## src/rtl/multiboot_pkg.sv

```systemverilog
// Shared definitions for the multiboot request front end: FSM encoding,
// register word indices, STATUS bit positions and the default trigger key.
package multiboot_pkg;

   typedef enum logic [1:0] {
      StIdle      = 2'd0,
      StCountdown = 2'd1,
      StFire      = 2'd2,
      StFail      = 2'd3
   } state_e;

   localparam logic [1:0] RegBootAddr = 2'd0;
   localparam logic [1:0] RegCtrl     = 2'd1;
   localparam logic [1:0] RegStatus   = 2'd2;
   localparam logic [1:0] RegRsvd     = 2'd3;

   localparam int unsigned StatFailBit     = 7;
   localparam int unsigned StatErrKeyBit   = 6;
   localparam int unsigned StatErrAlignBit = 5;
   localparam int unsigned StatBusyBit     = 4;

   localparam logic [31:0] TrigKeyDefault = 32'hB007_5AFE;

   // Assemble the STATUS word from its fields.
   function automatic logic [31:0] status_word(input state_e st, input logic fail,
                                               input logic err_key, input logic err_align,
                                               input logic busy);
      logic [31:0] w;
      w                  = '0;
      w[1:0]             = st;
      w[StatBusyBit]     = busy;
      w[StatErrAlignBit] = err_align;
      w[StatErrKeyBit]   = err_key;
      w[StatFailBit]     = fail;
      return w;
   endfunction

endpackage

```

## src/rtl/multiboot_req_ctrl.sv

```systemverilog
// Host-facing multiboot request controller: boot address register, keyed
// trigger, grace-delay countdown, held request level and reload watchdog.
module multiboot_req_ctrl
   import multiboot_pkg::*;
#(
   parameter int unsigned DELAY_CYCLES   = 1024,
   parameter int unsigned TIMEOUT_CYCLES = 100000000,
   parameter int unsigned ALIGN_BITS     = 16,
   parameter logic [31:0] TRIG_KEY       = TrigKeyDefault
) (
   input  logic        i_clk,
   input  logic        i_rst,
   input  logic        i_reg_wr_en,
   input  logic        i_reg_rd_en,
   input  logic [1:0]  i_reg_addr,
   input  logic [31:0] i_reg_wr_data,
   output logic [31:0] o_reg_rd_data,
   output logic        o_reg_rd_valid,
   output logic        o_ctrl_en,
   output logic [31:0] o_boot_addr,
   output logic        o_busy,
   output logic        o_fail
);

   localparam int unsigned CntMax = (DELAY_CYCLES > TIMEOUT_CYCLES) ? DELAY_CYCLES
                                                                    : TIMEOUT_CYCLES;
   localparam int unsigned CntW   = (CntMax > 1) ? $clog2(CntMax) : 1;
   localparam logic [CntW-1:0] DelayLoad   = CntW'(DELAY_CYCLES - 1);
   localparam logic [CntW-1:0] TimeoutLoad = CntW'(TIMEOUT_CYCLES - 1);
   localparam logic [25:0]     AlignMask   = 26'((64'd1 << ALIGN_BITS) - 64'd1);

   state_e          state;
   logic [CntW-1:0] cnt;
   logic [25:0]     boot_addr_q;
   logic            err_key;
   logic            err_align;
   logic [31:0]     rd_mux;

   logic wr_ctrl, ctrl_zero, key_hit, addr_ok, idle_like, accept, abort, cnt_zero;

   // Decode of host writes against the current state.
   always_comb begin
      wr_ctrl   = i_reg_wr_en && (i_reg_addr == RegCtrl);
      ctrl_zero = (i_reg_wr_data == 32'd0);
      key_hit   = (i_reg_wr_data == TRIG_KEY);
      addr_ok   = ((boot_addr_q & AlignMask) == 26'd0);
      idle_like = (state == StIdle) || (state == StFail);
      accept    = idle_like && wr_ctrl && key_hit && addr_ok;
      abort     = (state == StCountdown) && wr_ctrl && ctrl_zero;
      cnt_zero  = (cnt == '0);
   end

   // Control FSM with registered request, busy and fail outputs.
   always_ff @(posedge i_clk or posedge i_rst) begin
      if (i_rst) begin
         state       <= StIdle;
         o_ctrl_en   <= 1'b0;
         o_busy      <= 1'b0;
         o_fail      <= 1'b0;
         o_boot_addr <= '0;
      end else begin
         case (state)
            StIdle, StFail: begin
               if (accept) begin
                  state       <= StCountdown;
                  o_busy      <= 1'b1;
                  o_fail      <= 1'b0;
                  o_boot_addr <= {6'b0, boot_addr_q};
               end else if (wr_ctrl && ctrl_zero) begin
                  state  <= StIdle;
                  o_fail <= 1'b0;
               end
            end
            StCountdown: begin
               if (abort) begin
                  state  <= StIdle;
                  o_busy <= 1'b0;
               end else if (cnt_zero) begin
                  state     <= StFire;
                  o_ctrl_en <= 1'b1;
               end
            end
            StFire: begin
               // No abort path once fired; only the watchdog ends this state.
               if (cnt_zero) begin
                  state     <= StFail;
                  o_ctrl_en <= 1'b0;
                  o_busy    <= 1'b0;
                  o_fail    <= 1'b1;
               end
            end
            default: state <= StIdle;
         endcase
      end
   end

   // Shared down-counter: grace delay in COUNTDOWN, watchdog in FIRE.
   always_ff @(posedge i_clk or posedge i_rst) begin
      if (i_rst) begin
         cnt <= '0;
      end else if (accept) begin
         cnt <= DelayLoad;
      end else if ((state == StCountdown) && !abort && cnt_zero) begin
         cnt <= TimeoutLoad;
      end else if (((state == StCountdown) || (state == StFire)) && !cnt_zero) begin
         cnt <= cnt - CntW'(1);
      end
   end

   // Read multiplexer; sees pre-write values so a same-cycle write is not visible.
   always_comb begin
      rd_mux = '0;
      unique case (i_reg_addr)
         RegBootAddr: rd_mux = {6'b0, boot_addr_q};
         RegStatus:   rd_mux = status_word(state, o_fail, err_key, err_align, o_busy);
         default:     rd_mux = '0;
      endcase
   end

   // Register file: boot address, error flags and the read response.
   always_ff @(posedge i_clk or posedge i_rst) begin
      if (i_rst) begin
         boot_addr_q    <= '0;
         err_key        <= 1'b0;
         err_align      <= 1'b0;
         o_reg_rd_data  <= '0;
         o_reg_rd_valid <= 1'b0;
      end else begin
         o_reg_rd_valid <= i_reg_rd_en;
         if (i_reg_rd_en) begin
            o_reg_rd_data <= rd_mux;
         end
         if (idle_like && i_reg_wr_en && (i_reg_addr == RegBootAddr)) begin
            boot_addr_q <= i_reg_wr_data[25:0];
         end
         if (idle_like && wr_ctrl) begin
            if (ctrl_zero) begin
               err_key   <= 1'b0;
               err_align <= 1'b0;
            end else if (key_hit) begin
               if (!addr_ok) err_align <= 1'b1;
            end else begin
               err_key <= 1'b1;
            end
         end
      end
   end

endmodule
```

## config.mk

```make
export PLATFORM = sky130hd
export DESIGN_NAME = multiboot_req_ctrl
export DESIGN_NICKNAME = d
export VERILOG_FILES = /design/src/rtl/multiboot_pkg.sv /design/src/rtl/multiboot_req_ctrl.sv
export SDC_FILE = /design/constraint.sdc
export NUM_CORES = 1
export LEC_CHECK = 0
export ABC_AREA = 1
export BUFFER_PORTS_ARGS = -buffer_cell sky130_fd_sc_hd__buf_2
export CAP_MARGIN = 10
export CORE_MARGIN = 1
export CORE_UTILIZATION = 33
export DETAILED_ROUTE_END_ITERATION = 16
export PLACE_DENSITY = 0.63
export SETUP_SLACK_MARGIN = 0.5
export SLEW_MARGIN = 0
export SYNTH_ARGS = -nofsm -noshare
export SYNTH_HDL_FRONTEND = slang
export SYNTH_SLANG_ARGS = --single-unit
```

## constraint.sdc

```tcl
create_clock -name i_clk -period 5.43 [get_ports i_clk]
set_clock_uncertainty 0.1 [all_clocks]
set_input_delay 0.2715 -clock i_clk [delete_from_list [all_inputs] [get_ports i_clk]]
set_output_delay 0.2715 -clock i_clk [all_outputs]
set_load 0.1 [all_outputs]
```

After elaboration in Yosys (flattened, before gate mapping)
Index checks and enable logic that the tools add are counted.
- register bits: 119
- input port bits: 38
- output and inout port bits: 68
- word-level logic and storage cells: 85
- add/sub/neg operators: 1
- eq/ne operators: 15
- multiplexer cells: 25
- reductions and logical operators: 33
- operators by type and width (kind ; count):
    two-way mux 27 bit ; 3
    case mux 26 bit (2 select lines) ; 1
    equality test 32 bit, second input constant ; 1
    zero test 32 bit ; 1
    zero test 27 bit ; 1
    subtractor 27 x 1 -> 27 bit, second input constant ; 1
    zero test 26 bit ; 1
    inequality test 2 bit, second input constant ; 7
    logical AND 1 bit ; 12
    two-way mux 1 bit ; 12
    AND reduction 3 bit ; 4
    two-way mux 2 bit ; 5
    equality test 2 bit, second input constant ; 3
    inequality test 3 bit, second input constant ; 2
    case mux 2 bit (3 select lines) ; 1
    nonzero test 2 bit ; 3
    equality test 2 x 1 -> 1 bit, second input constant ; 2
    zero test 2 bit ; 2
    case mux 1 bit (2 select lines) ; 2
    AND reduction 2 bit ; 2
    AND reduction 4 bit ; 1
    case mux 1 bit (3 select lines) ; 1
    nonzero test 3 bit ; 1
    zero test 1 bit ; 2
    other kinds (2) ; 3

Depth between registers and ports, before layout
- depth in word-level cells: 9
- depth in mapped cells: 12
- mapped depth without buffers: 12

Worst setup path after synthesis
No wires, ideal clock.
- kind: reg-to-reg
- from: register state[0]
- to: register cnt[9]
- library setup time: 0.117 ns
- arrival time: 1.660 ns
- required time: 5.213 ns
- path slack: 3.553 ns
- stages on the path, launching flop included: 10
- path buffers: 2
- period minus slack after synthesis: 1.877 ns
- cells stage by stage: dfrtp_1 inv_1 ha_1 inv_2 nor2_1 nand3_2 buf_2 buf_2 nand4_1 nand2_1
- word-level cells in the longest chain between the ends: 8
- elaborated cells on any way between the ends: 18
- classes of those cells: eq/ne (3); mux (2); reduce/logical (13)
- RTL lines (item ; line ; RTL):
    from (decl) ; multiboot_req_ctrl.sv:32 ; state_e state;
    from (signal assigned) ; multiboot_req_ctrl.sv:56 ; state <= StIdle;
    from (signal assigned) ; multiboot_req_ctrl.sv:65 ; state <= StCountdown;
    from (signal assigned) ; multiboot_req_ctrl.sv:70 ; state <= StIdle;
    equality test 2 x 1 -> 1 bit ; multiboot_req_ctrl.sv:49, multiboot_req_ctrl.sv:103, multiboot_req_ctrl.sv:105 ;
    logical AND 1 bit (2 in series) ; multiboot_req_ctrl.sv:49 ; abort = (state == StCountdown) && wr_ctrl && ctrl_zero;
    zero test 1 bit ; multiboot_req_ctrl.sv:103 ; end else if ((state == StCountdown) && !abort && cnt_zero) begin
    logical AND 1 bit (2 in series) ; multiboot_req_ctrl.sv:103 ;
    two-way mux 27 bit ; multiboot_req_ctrl.sv:103 ;
    two-way mux 27 bit ; multiboot_req_ctrl.sv:101 ; end else if (accept) begin
    to (signal assigned) ; multiboot_req_ctrl.sv:102 ; cnt <= DelayLoad;
    to (signal assigned) ; multiboot_req_ctrl.sv:104 ; cnt <= TimeoutLoad;
    to (signal assigned) ; multiboot_req_ctrl.sv:106 ; cnt <= cnt - CntW'(1);
    to (decl) ; multiboot_req_ctrl.sv:33 ; logic [CntW-1:0] cnt;
Parallel ways exist; a longest one is shown, timed or not.
A chain may end at the register's enable or synchronous reset.

Worst setup path after layout
- from: input i_reg_wr_data[21]
- to: register cnt[22]
- word-level cells in the longest chain between the ends: 7
- elaborated cells on any way between the ends: 11
- classes of those cells: eq/ne (1); mux (2); reduce/logical (8)
- RTL lines (item ; line ; RTL):
    from (decl) ; multiboot_req_ctrl.sv:16 ; input logic [31:0] i_reg_wr_data,
    zero test 32 bit ; multiboot_req_ctrl.sv:44 ; ctrl_zero = (i_reg_wr_data == 32'd0);
    logical AND 1 bit ; multiboot_req_ctrl.sv:49 ;
    zero test 1 bit ; multiboot_req_ctrl.sv:103 ;
    logical AND 1 bit (2 in series) ; multiboot_req_ctrl.sv:103 ;
    two-way mux 27 bit ; multiboot_req_ctrl.sv:103 ;
    two-way mux 27 bit ; multiboot_req_ctrl.sv:101 ;
Parallel ways exist; a longest one is shown, timed or not.

==> results.tsv <==
metric	value	unit
cap_violations	0	
r2r_slack	3.15	ns
clockRootBuffer	clkbuf_16	
instances_no_fill	1046	
dp.cells	1008	
cts_tree	yes	
dpl.hpwl	10100	µm
wire_per_inst	13.5	µm
worst-slew-pin-transition	0.847	ns
dr.pass1.iters	5	
finalHoldViolCount	0	
h-tree-depth	4	
drtIter0Drc	276	
antenna_found_initial	0	
nets	850	
hold_class	in -> reg	
slowest_stage	dlygate4sd3_1	
routed_wirelength	14100	µm
async_flop_share	100	%
cp_slowest_stage_delay	0.54	ns
diodes	0	
synth_area	5790	µm²
rsz0062_at_grt	false	
setup_tns	0	ns
drc	0	
port_buffers	93	
ys_ff_latch	113	
viasPerCell	4.66	
die_area	18100	µm²
cts_num_sinks	113	
p_leak	3.35	nW
fmax	432	MHz
grt_max_degree	63	
route.vias.total	4870	
worst-setup-path-type	in -> reg	
crit_arrival	2.52	ns
maxSlewHeadroom	43.5	%
synth_top_cell_by_area	dfrtp_1	
start_util	33.6	%
irDropWorstVdd	230	µV
fp-row-count	48	
clock_path_buffers	2	
synth_cell_types	37	
first_global_vias	4559	
ios	106	
synth-edff-count	0	
groute.usage.overall	16.8	%
critPathMaxFanout	25	
syn2layout_area_growth	21.7	%
core	17200	µm²
yosys_warnings	0	
finalMaxSlewViolations	0	
crit_required	5.64	ns
die_height	134	µm
post-cts-setup-buffers	0	
synth_top_area_share	48.8	%
die_x	134	µm
synthFlopType	dfrtp_1	
cts_buffers	17	
endpoint_kind	flip-flop	
grt_overflow	0	
setup_viol	0	
clk_pin_slew	0.06	ns
grt_pass1_wl	23400	µm
hold_ws	0.0148	ns
cp_common_cell	nand2_1	
min_period	2.32	ns
ant_nets	0	
ys_seq_area_share	48.8	%
p_per_area	335	nW/µm²
synth_area_per_cell	8.16	µm²
cts_resized	0	
place.gp.congestion	0.830	
status	completed	
syn_inst	710	
crit_path_start_kind	input pin	
cts_hold_buf	6	
yosys-top-cells-area	dfrtp_1, nand2_1, nor2_1	
clock_latency	0.42	ns
drive_gt1_share	21.8	%
crit_chain	dlygate4sd3_1 > buf_2 > nor2_1 > nand2_1 > nor2_1 > nand2_1 > nor2_2 > nand2_1 > nand3_4 > nand3_4 > nand3_1 > nand2_1	
min_period_over_period	42.6	%
metal layers:
metal / track usage (%) / vias to the layer above / routed length (µm)
met5: 0 / - / 0
met4: 7.43 / 0 / 291
met3: 3.45 / 19 / 781
met2: 25.3 / 133 / 6350
met1: 23.2 / 2269 / 6720
li1: - / 2449 / -
where the power goes:
part	switching [W]	internal, W
Clock	0.000406	0.000720
Sequential	0.0000377	0.000895
Combinational	0.000239	0.0000637
cells in the final DEF, fill, tap and decap left out, types with 11 or more instances in the layout:
cell type	count
conb_1	12
nand4_1	30
buf_2	93
nand3_2	11
dfrtp_1	113
mux2_2	17
clkbuf_16	17
o21ai_0	41
nor2_1	113
inv_1	78
nand3_1	45
nand2_1	163
state kept, by name, summed over array words and instances, names as in the netlist, 2 cells and up:
signal,cells
state,2
o_boot_addr,26
cnt,27
boot_addr_q,26
o_reg_rd_data,26
synth_stat cells (6+ instances only):
master / count
a31oi_1: 6
buf_2: 7
buf_4: 14
clkbuf_1: 9
dfrtp_1: 113
inv_1: 79
mux2_2: 17
nand2_1: 163
nand3_1: 45
nand3_2: 11
nand4_1: 30
nor2_1: 113
nor3_1: 7
o21ai_0: 41
xnor2_1: 7
worst paths after layout:
path / from / to / depth (start not counted)
setup / recovery: i_reg_wr_data[21] / cnt[22]$_DFFE_PP0P_ / 12
hold / removal: i_reg_wr_data[24] / boot_addr_q[24]$_DFFE_PP0P_ / 2
setup reg to reg: state[0]$_DFFE_PP0P_ / o_busy$_DFFE_PP0P_ / 8
hold reg to reg: o_boot_addr[19]$_DFFE_PP0P_ / o_boot_addr[19]$_DFFE_PP0P_ / 2
max in group asynchronous: i_rst / o_boot_addr[9]$_DFFE_PP0P_ / 4
min in group asynchronous: i_rst / o_boot_addr[8]$_DFFE_PP0P_ / 3
through the flow:
stage / cell area, µm² / util, % / worst slack, ns / total power, W
4_1_cts: 7050 / 40.9 / 3.09 / 0.00239
6_report: 7050 / 40.9 / 3.11 / 0.00236
2_1_floorplan: 5830 / - / 2.07 / 0.00118
5_1_grt: 7050 / 40.9 / 2.83 / 0.00245
3_3_place_gp: 6390 / 37.1 / 3.10 / 0.00125
3_5_place_dp: 6390 / 37.1 / 3.11 / 0.00125
area by class of cell:
type	instances	area, µm²
clock inverters	13	164
clock buffers	19	433
fillers	1726	10200
inverters	84	318
multi-input cells	490	2480
well taps	225	282
flip-flops and latches	113	2830
repair buffers	102	548
cells by family (layout without fill, tap and decap cells):
group / count (synthesis) / in the layout / share of synthesized area, %
adder cells (fa/ha/maj): 4 / 4 / 0.864
buffers and inverters: 118 / 218 / 9.16
flip-flops: 113 / 113 / 48.8
other: 1 / 12 / 0.0647
multiplexers: 17 / 17 / 3.30
AND/OR/NAND/NOR: 391 / 391 / 31.0
AO/OA/AOI/OAI: 55 / 55 / 5.10
XOR/XNOR: 11 / 11 / 1.66
critical path, delay by kind of cell:
kind | cells | cell delay, ns
buffers and inverters | 2 | 0.67
AND/OR/NAND/NOR | 10 | 1.56
Power figures use the tool's default switching activity.
